`config.mk`:
```
export PLATFORM = sky130hd
export DESIGN_NAME = uart_tx_serializer_flat
export DESIGN_NICKNAME = d
export VERILOG_FILES = /design/src/rtl/uart_pkg.sv /design/src/rtl/uart_tx_serializer_if.sv /design/src/rtl/uart_baud_tick.sv /design/src/rtl/uart_tx_serializer.sv /design/src/flat_wrapper.sv
export SDC_FILE = /design/constraint.sdc
export NUM_CORES = 1
export LEC_CHECK = 0
export BUFFER_PORTS_ARGS = -buffer_cell sky130_fd_sc_hd__buf_2
export CAP_MARGIN = 20
export CORE_ASPECT_RATIO = 1.4
export CORE_MARGIN = 5
export CORE_UTILIZATION = 57
export DETAILED_ROUTE_END_ITERATION = 7
export GPL_ROUTABILITY_DRIVEN = 0
export PLACE_DENSITY = 0.86
export SLEW_MARGIN = 20
export SYNTH_ARGS = -nofsm -noshare
export SYNTH_HDL_FRONTEND = slang
export SYNTH_SLANG_ARGS = --single-unit
```
`constraint.sdc`:
```
create_clock -name clk -period 2.6 [get_ports clk]
set_input_delay 0.13 -clock clk [delete_from_list [all_inputs] [get_ports clk]]
set_output_delay 0.13 -clock clk [all_outputs]
set_load 0.005 [all_outputs]
```
`src/rtl/uart_pkg.sv`:
```
// uart_pkg: shared UART encodings, widths and line constants for uart_tx/uart_rx
package uart_pkg;
  localparam int DATA_BITS = 8;
  localparam int DEFAULT_CLKS_PER_BIT = 868;
  localparam logic LINE_IDLE = 1'b1;
  typedef enum logic [2:0] {IDLE = 3'd0, START = 3'd1, DATA = 3'd2, PARITY = 3'd3, STOP = 3'd4} uart_state_e;
  function automatic logic even_parity(input logic [DATA_BITS-1:0] d);
    return ^d;
  endfunction
endpackage

```
`src/rtl/uart_tx_serializer_if.sv`:
```
// uart_tx_serializer_if: byte request/busy handshake plus serial line of the transmitter
interface uart_tx_serializer_if;
  import uart_pkg::*;
  logic send;
  logic [DATA_BITS-1:0] transmit_data;
  logic tx;
  logic busy;
  logic tx_done;
  modport master(output send, transmit_data, input tx, busy, tx_done);
  modport slave(input send, transmit_data, output tx, busy, tx_done);
endinterface

```
`src/rtl/uart_baud_tick.sv`:
```
// uart_baud_tick: clearable baud counter emitting a one-cycle tick on the last cycle of each bit
module uart_baud_tick #(
  parameter int CLKS_PER_BIT = 868,
  parameter int CNT_W = 16
) (
  input  logic clk,
  input  logic reset,
  input  logic clear,
  output logic tick
);
  logic [CNT_W-1:0] cnt_q;
  assign tick = cnt_q == CNT_W'(CLKS_PER_BIT - 1);
  // restart on every bit boundary so bit timing never drifts
  always_ff @(posedge clk or negedge reset)
    if (!reset) cnt_q <= '0;
    else cnt_q <= (clear || tick) ? '0 : cnt_q + 1'b1;
endmodule

```
`src/rtl/uart_tx_serializer.sv`:
```
// uart_tx_serializer: 8-N-1 UART transmitter, busy-paced; define UART_TX_PARITY_EN for 8-E-1
module uart_tx_serializer
  import uart_pkg::*;
#(
  parameter int CLKS_PER_BIT = DEFAULT_CLKS_PER_BIT,
  parameter int CNT_W = 16
) (
  input logic clk,
  input logic reset,
  uart_tx_serializer_if.slave bus
);
  uart_state_e state_q, state_d;
  logic [DATA_BITS-1:0] sh_q, sh_d;
  logic [2:0] idx_q, idx_d;
  logic tx_q, tx_d, busy_q, busy_d, done_q, done_d;
  logic tick;
`ifdef UART_TX_PARITY_EN
  logic par_q, par_d;
`endif
  uart_baud_tick #(.CLKS_PER_BIT(CLKS_PER_BIT), .CNT_W(CNT_W)) u_tick (
    .clk(clk),
    .reset(reset),
    .clear(state_q == IDLE),
    .tick(tick)
  );
  assign bus.tx = tx_q;
  assign bus.busy = busy_q;
  assign bus.tx_done = done_q;
  // frame state and registered line outputs; reset aborts any frame in flight
  always_ff @(posedge clk or negedge reset)
    if (!reset) begin
      state_q <= IDLE;
      sh_q <= '0;
      idx_q <= '0;
      tx_q <= LINE_IDLE;
      busy_q <= 1'b0;
      done_q <= 1'b0;
`ifdef UART_TX_PARITY_EN
      par_q <= 1'b0;
`endif
    end else begin
      state_q <= state_d;
      sh_q <= sh_d;
      idx_q <= idx_d;
      tx_q <= tx_d;
      busy_q <= busy_d;
      done_q <= done_d;
`ifdef UART_TX_PARITY_EN
      par_q <= par_d;
`endif
    end
  // next state: tx is loaded one edge ahead so each bit starts exactly on its boundary
  always_comb begin
    state_d = state_q;
    sh_d = sh_q;
    idx_d = idx_q;
    tx_d = tx_q;
    busy_d = busy_q;
    done_d = 1'b0;
`ifdef UART_TX_PARITY_EN
    par_d = par_q;
`endif
    case (state_q)
      IDLE: begin
        tx_d = LINE_IDLE;
        busy_d = 1'b0;
        if (bus.send) begin
          sh_d = bus.transmit_data;
          busy_d = 1'b1;
          tx_d = 1'b0;
          state_d = START;
`ifdef UART_TX_PARITY_EN
          par_d = even_parity(bus.transmit_data);
`endif
        end
      end
      START:
        if (tick) begin
          tx_d = sh_q[0];
          sh_d = sh_q >> 1;
          idx_d = '0;
          state_d = DATA;
        end
      DATA:
        if (tick) begin
          if (idx_q != 3'(DATA_BITS - 1)) begin
            tx_d = sh_q[0];
            sh_d = sh_q >> 1;
            idx_d = idx_q + 3'd1;
          end else begin
            idx_d = '0;
`ifdef UART_TX_PARITY_EN
            tx_d = par_q;
            state_d = PARITY;
`else
            tx_d = LINE_IDLE;
            state_d = STOP;
`endif
          end
        end
`ifdef UART_TX_PARITY_EN
      PARITY:
        if (tick) begin
          tx_d = LINE_IDLE;
          state_d = STOP;
        end
`endif
      STOP:
        if (tick) begin
          tx_d = LINE_IDLE;
          busy_d = 1'b0;
          done_d = 1'b1;
          state_d = IDLE;
        end
      default: begin
        tx_d = LINE_IDLE;
        busy_d = 1'b0;
        state_d = IDLE;
      end
    endcase
  end
endmodule

```
`src/flat_wrapper.sv`:
```
// flat-port wrapper written by rule: the top's interface ports become plain ports
module uart_tx_serializer_flat import uart_pkg::*;
#(
  parameter int CLKS_PER_BIT = DEFAULT_CLKS_PER_BIT,
  parameter int CNT_W = 16
)
  (clk, reset, bus_send, bus_transmit_data, bus_tx, bus_busy, bus_tx_done);
  uart_tx_serializer_if bus_i ();
  input logic clk;
  input logic reset;
  input wire logic [$bits(bus_i.send)-1:0] bus_send;
  input wire logic [$bits(bus_i.transmit_data)-1:0] bus_transmit_data;
  output wire logic [$bits(bus_i.tx)-1:0] bus_tx;
  output wire logic [$bits(bus_i.busy)-1:0] bus_busy;
  output wire logic [$bits(bus_i.tx_done)-1:0] bus_tx_done;
  assign bus_i.send = bus_send;
  assign bus_i.transmit_data = bus_transmit_data;
  assign bus_tx = bus_i.tx;
  assign bus_busy = bus_i.busy;
  assign bus_tx_done = bus_i.tx_done;
  uart_tx_serializer #(.CLKS_PER_BIT(CLKS_PER_BIT), .CNT_W(CNT_W)) u_core (.clk(clk), .reset(reset), .bus(bus_i));
endmodule
```
==> results.toml, run 1 <==
[run]
maxCapViolations = 0

[floorplan]
pin_count = 14
die_w_um = 58.3
core_area_um2 = 3120
row_count = 24
die_area_um2 = 4530
die_height_um = 77.6
start_util_pct = 59.6

[worst_setup_path]
required_ns = 2.78
critical_path_class = "reg -> reg"
rrSetupSlack_ns = 0.16
cp-start-kind = "flop"
r2r-end = "u_core.idx_q[1]"
critPathMaxFanout = 4
reg2reg_from = "u_core.u_tick.cnt_q[0]"
worstPathArrival_ns = 2.62
reg2reg_depth = 5
cp-end-kind = "flop"

[placement]
dp_hpwl_mm = 2.80
io_buffers = 13
dpl_cell_area_um2 = 1990

[drt]
avgRoutedWirePerCell_um = 15.4
drc = 0
ant_nets = 0
avgViaCountPerCell = 6.21
first_pass_iters = 4
finalWirelength_mm = 4.00
via_count = 1615
drt_iter0_drc = 137

[power]
p_leak_uw = 0.000905
ir_worst_vdd_mv = 0.581
cellPowerDensity_nw_per_um2 = 630

[synthesis]
yosys.area_share.xor_xnor_pct = 5.65
syn-num-nets = 216
ys_async_sr_fraction_pct = 100
syn_inst = 202
yosysUniqueCellTypes = 38
ys_warn_count = 0
syn_area_per_cell_um2 = 9.22
synth_enable_flop_cells = 0
muxShareOfSynthArea_pct = 0
mappedNetlistArea_um2 = 1860
synth_fa_ha_area_share_pct = 2.02
synth_simple_gate_area_share_pct = 25.5
ys_seq_area_share_pct = 44.4
synthFlopType = "dfrtp_1"
ys_seq_elements = 33
synth_compound_area_share_pct = 17.8
synth_top_family_by_area = "simple AND/OR/NAND/NOR gates"

[timing]
max_freq_mhz = 410
hold_violations = 0
slew_violations = 0
final.period_utilization_pct = 93.7
post-route-min-period_ns = 2.44
fin_setup_tns_ns = 0
rsz0062_at_grt = "false"
tightest_slew_ns = 0.986
fin_skew_ns = 0.0129
setup_violations = 0
slew_headroom_pct = 33.8

[worst_hold_path]
hp-start = "bus_transmit_data[3]"
hp-class = "in -> reg"
min_path_cells = 3
min_delay_worst_endpoint = "u_core.sh_q[3]"

[grt]
grt_max_degree = 34
overflow = 0
gr-usage-all-layers_pct = 19.8
antenna_found_initial = 0
grt_pass1_wl_mm = 6.82
first_global_vias = 1507

[cells_and_area]
drive_above_1_share_pct = 15.8
syn2layout_area_growth_pct = 11.9
final_cell_mix = "dfrtp_1 (32), nor2_1 (22), nand3_1 (15)"
nNetsFinal = 234
final_core_util_pct = 66.7
antenna_cells = 0
fillCellCount = 263
final_cell_area_um2 = 2080
seq_area_um2 = 827
final_common_cell = "dfrtp_1"
multi_input_area_um2 = 948

[clock_tree]
clk_pin_slew_ns = 0.08
post-cts-setup-buffer-count = 0
cts_sinks = 33
clockBufferDepth = 2
clk_latency_ns = 0.29
cts-root-buf = "clkbuf_8"
cts_tree = "done"
h-tree-depth = 2
cts_buffers = 5

[outcome]
status = "completed"
-- layer usage --
metal / wire (um) / track usage, %
met4: 97 / 9.28
met5: 0 / 0
met1: 1620 / 23.0
met3: 231 / 5.48
met2: 2060 / 33.1
-- synthesized netlist by cell type (all sizes together), types with 2 or more instances --
| cell type | count | area, um2 |
|---|---|---|
| dfrtp | 32 | 801 |
| nor2 | 22 | 82.6 |
| nand3 | 15 | 75.1 |
| nand2 | 14 | 52.6 |
| clkbuf | 10 | 37.5 |
| inv | 10 | 37.5 |
| o211ai | 8 | 60.1 |
| a2111oi | 7 | 61.3 |
| a22oi | 7 | 52.6 |
| xnor2 | 7 | 61.3 |
| and3 | 6 | 37.5 |
| nand4 | 6 | 37.5 |
| a21oi | 5 | 25.0 |
| nand2b | 5 | 31.3 |
| xor2 | 5 | 43.8 |
| nor3 | 4 | 20.0 |
| or4 | 4 | 37.5 |
| a221o | 3 | 30.0 |
| ha | 3 | 37.5 |
| nor3b | 3 | 22.5 |
| nor4 | 3 | 18.8 |
| o21ai | 3 | 15.0 |
| o32ai | 3 | 26.3 |
| or3b | 3 | 26.3 |
| a211oi | 2 | 15.0 |
| a21o | 2 | 15.0 |
| or3 | 2 | 17.5 |
-- layout make-up --
type	instances	share of cell area, %
Multi-Input combinational cell	148	45.5
Clock buffer	5	3.30
Timing Repair Buffer	22	6.49
Sequential cell	33	39.7
Tap cell	39	2.34
Clock inverter	3	0.841
Inverter	10	1.80
-- worst max path at each step --
| stage | startpoint | to | depth (start not counted) |
|---|---|---|---|
| after global routing | u_core.u_tick.cnt_q[0] | u_core.idx_q[2] | 5 |
| after floorplan | u_core.u_tick.cnt_q[0] | u_core.idx_q[1] | 5 |
| after detailed placement | u_core.u_tick.cnt_q[0] | u_core.idx_q[1] | 5 |
| after CTS | u_core.u_tick.cnt_q[0] | u_core.idx_q[1] | 5 |
| final | u_core.u_tick.cnt_q[0] | u_core.idx_q[1] | 5 |
| after global placement | u_core.u_tick.cnt_q[0] | u_core.idx_q[1] | 5 |
-- through the flow --
stage | std cells | hold slack [ns] | total power (uW) | worst slack, ns
final | 260 | 0.0909 | 1310 | 0.163
after floorplan | 202 | -0.166 | 874 | 0.265
after global placement | 251 | 0.227 | 931 | 0.239
after CTS | 260 | 0.0830 | 1320 | 0.164
after global routing | 260 | 0.0969 | 1410 | 0.0892
after detailed placement | 251 | 0.230 | 940 | 0.169
-- worst max-delay path, cell delays in order (launching register included) --
cell,delay [ns]
dfrtp_1,0.38
ha_1,0.23
or3b_1,0.41
or3_4,0.40
or4_4,0.54
a221o_1,0.37
-- registers in the layout (all words and copies together) (netlist names) --
| signal | cells |
|---|---|
| u_core.u_tick.cnt_q | 16 |
| u_core.bus.tx | 1 |
| u_core.state_q | 3 |
| u_core.bus.tx_done | 1 |
| u_core.idx_q | 3 |
| u_core.bus.busy | 1 |
| u_core.sh_q | 8 |
-- power by group --
group	internal (uW)	switching, uW
logic	115	142
clock network	184	192
registers	590	88.1
-- repair_timing --
item,CTS,global route
endpoints found under the hold margin,32,0
resized for setup,0,0
hold buffers,1,0
-- kinds of logic (layout without fill, tap and decap cells) --
family	count (synthesis)	count (layout)
xor+xnor	12	12
flops	33	33
fa+ha+maj	3	3
compound gates	44	44
simple gates	89	89
buf+inv	21	40
No activity file was read; power rests on OpenSTA's default activity.
==> inputs of run 2 (changes only) <==
Settings changed: PLACE_DENSITY 0.86 to 0.8.
==> run 2 against run 1 <==
Against the previous run:
- clock power grew 34%
- highest routed layer unchanged
- combinational power is essentially flat
- global-route usage grew 1.0 points
- first-iteration DRC count shrank 16%
- fmax shrank 0.19%
==> results.toml, run 2 (synthesis gave the netlist of run 1 again) <==
[timing]
max_freq_mhz = 410
setup_ws_ns = 0.158
post-route-min-period_ns = 2.44
setup_violations = 0
hold_violations = 0
slew_headroom_pct = 51.4
slew_violations = 0
fin_setup_tns_ns = 0
fin_skew_ns = 0.0119
final.period_utilization_pct = 93.9
tightest_slew_ns = 0.729
rsz0062_at_grt = "false"

[drt]
first_pass_iters = 4
via_count = 1622
wl_met2_mm = 2.23
drc = 0
ant_nets = 0
finalWirelength_mm = 4.28
avgRoutedWirePerCell_um = 16.6
top_layer_used = "met4"
drt_iter0_drc = 115
wl_met3_um = 209
avgViaCountPerCell = 6.29
met1_length_mm = 1.72

[clock_tree]
cts_sinks = 33
clockBufferDepth = 2
clk_latency_ns = 0.29
cts_buffers = 5
cts_tree = "done"
h-tree-depth = 2
cts_resized = 0
cts-root-buf = "clkbuf_8"
clk_pin_slew_ns = 0.08

[worst_hold_path]
hp-start = "bus_transmit_data[3]"
hp-class = "in -> reg"

[cells_and_area]
final_cell_mix = "dfrtp_1 (32), nor2_1 (22), nand3_1 (15)"
final_common_cell = "dfrtp_1"
reg_top3 = "u_core.u_tick.cnt_q x16, u_core.sh_q x8"
fillCellCount = 250
syn2layout_area_growth_pct = 12.7
multi_input_area_um2 = 948
regMostFlops = "u_core.u_tick.cnt_q"
antenna_cells = 0
largest_register_ffs = 16
nNetsFinal = 232
drive_above_1_share_pct = 14.6
seq_area_um2 = 827
final_core_util_pct = 67.2

[grt]
first_global_vias = 1700
grt_max_degree = 34
grt_pass1_wl_mm = 7.39
overflow = 0
antenna_found_initial = 0
gr-usage-all-layers_pct = 20.8

[power]
ir_worst_vdd_mv = 0.508
cellPowerDensity_nw_per_um2 = 690
p_leak_uw = 0.000908
power_uw = 1450

[outcome]
status = "completed"

[worst_setup_path]
required_ns = 2.77
critical_path_class = "reg -> reg"
cp-start-kind = "flop"
cp-end-kind = "flop"
cp_slowest_stage_delay_ns = 0.53
worstPathArrival_ns = 2.62
reg2reg_from = "u_core.u_tick.cnt_q[0]"
crit_slowest_cell = "or4_4"
critPathMaxFanout = 4
path_cells = "ha_1 -> or3b_1 -> or3_4 -> or4_4 -> a221o_1"
setup.worst_path.start = "u_core.u_tick.cnt_q[0]"

[placement]
dp_hpwl_mm = 2.97
pre_cts_slack_ns = 0.153
io_buffers = 13

[floorplan]
die_height_um = 77.6
die_w_um = 58.3
pin_count = 14
die_area_um2 = 4530
start_util_pct = 59.6
row_count = 24
core_area_um2 = 3120

[run]
maxCapViolations = 0
[run 2: cell types whose count changed in the layout (fill, tap and decap cells not counted), sizes merged]
cell	previous run	this run
buf	21	19
bufinv	0	1
clkbuf	5	7
clkinv	2	0
clkinvlp	1	0
[run 2: through the flow]
step | instance area, um2 | cells | hold WS, ns
3_5_place_dp | 1970 | 249 | 0.229
5_1_grt | 2100 | 258 | 0.0860
2_1_floorplan | 1860 | 202 | -0.166
4_1_cts | 2100 | 258 | 0.0774
3_3_place_gp | 1970 | 249 | 0.219
6_report | 2100 | 258 | 0.0918
[run 2: worst paths after layout]
check | slack (ns) | end | cells after the start
worst max register to register | 0.16 | u_core.idx_q[2] | 5
worst max-delay path | 0.16 | u_core.idx_q[2] | 5
worst min register to register | 0.50 | u_core.u_tick.cnt_q[0] | 1
max in group asynchronous | 1.70 | u_core.u_tick.cnt_q[8] | 2
worst min-delay path | 0.09 | u_core.sh_q[3] | 3
min in group asynchronous | 0.43 | u_core.state_q[1] | 2
[run 2: power breakdown]
part / internal (uW) / total [uW] / leakage (uW) / switching (uW)
Combinational: 116 / 261 / 0.000433 / 145
Sequential: 590 / 683 / 0.000417 / 93.0
Clock: 312 / 504 / 0.0000585 / 192
[run 2: area by class of cell]
cell class / instances / area share [%]
timing repair buffer: 20 / 5.72
tap: 39 / 2.33
inverter: 10 / 1.79
multi-input combinational: 148 / 45.2
clock inverter: 1 / 1.43
sequential: 33 / 39.4
clock buffer: 7 / 4.11
[run 2: worst max-delay path, delay by kind of cell, from the launching register on]
kind,cells,cell delay (ns)
AO/OA/AOI/OAI,1,0.36
adder cells (fa/ha/maj),1,0.24
flip-flops,1,0.39
AND/OR/NAND/NOR,3,1.33
[run 2: timing repair]
action                                 CTS  global route
hold buffers                             1             0
setup buffers                            0             0
endpoints found under the hold margin   32             0
[run 2: per-layer routing]
metal	up-vias	global-route usage [%]
met5	-	0
met4	0	13.0
met3	16	5.15
met2	51	33.9
met1	773	23.8
li1	782	-
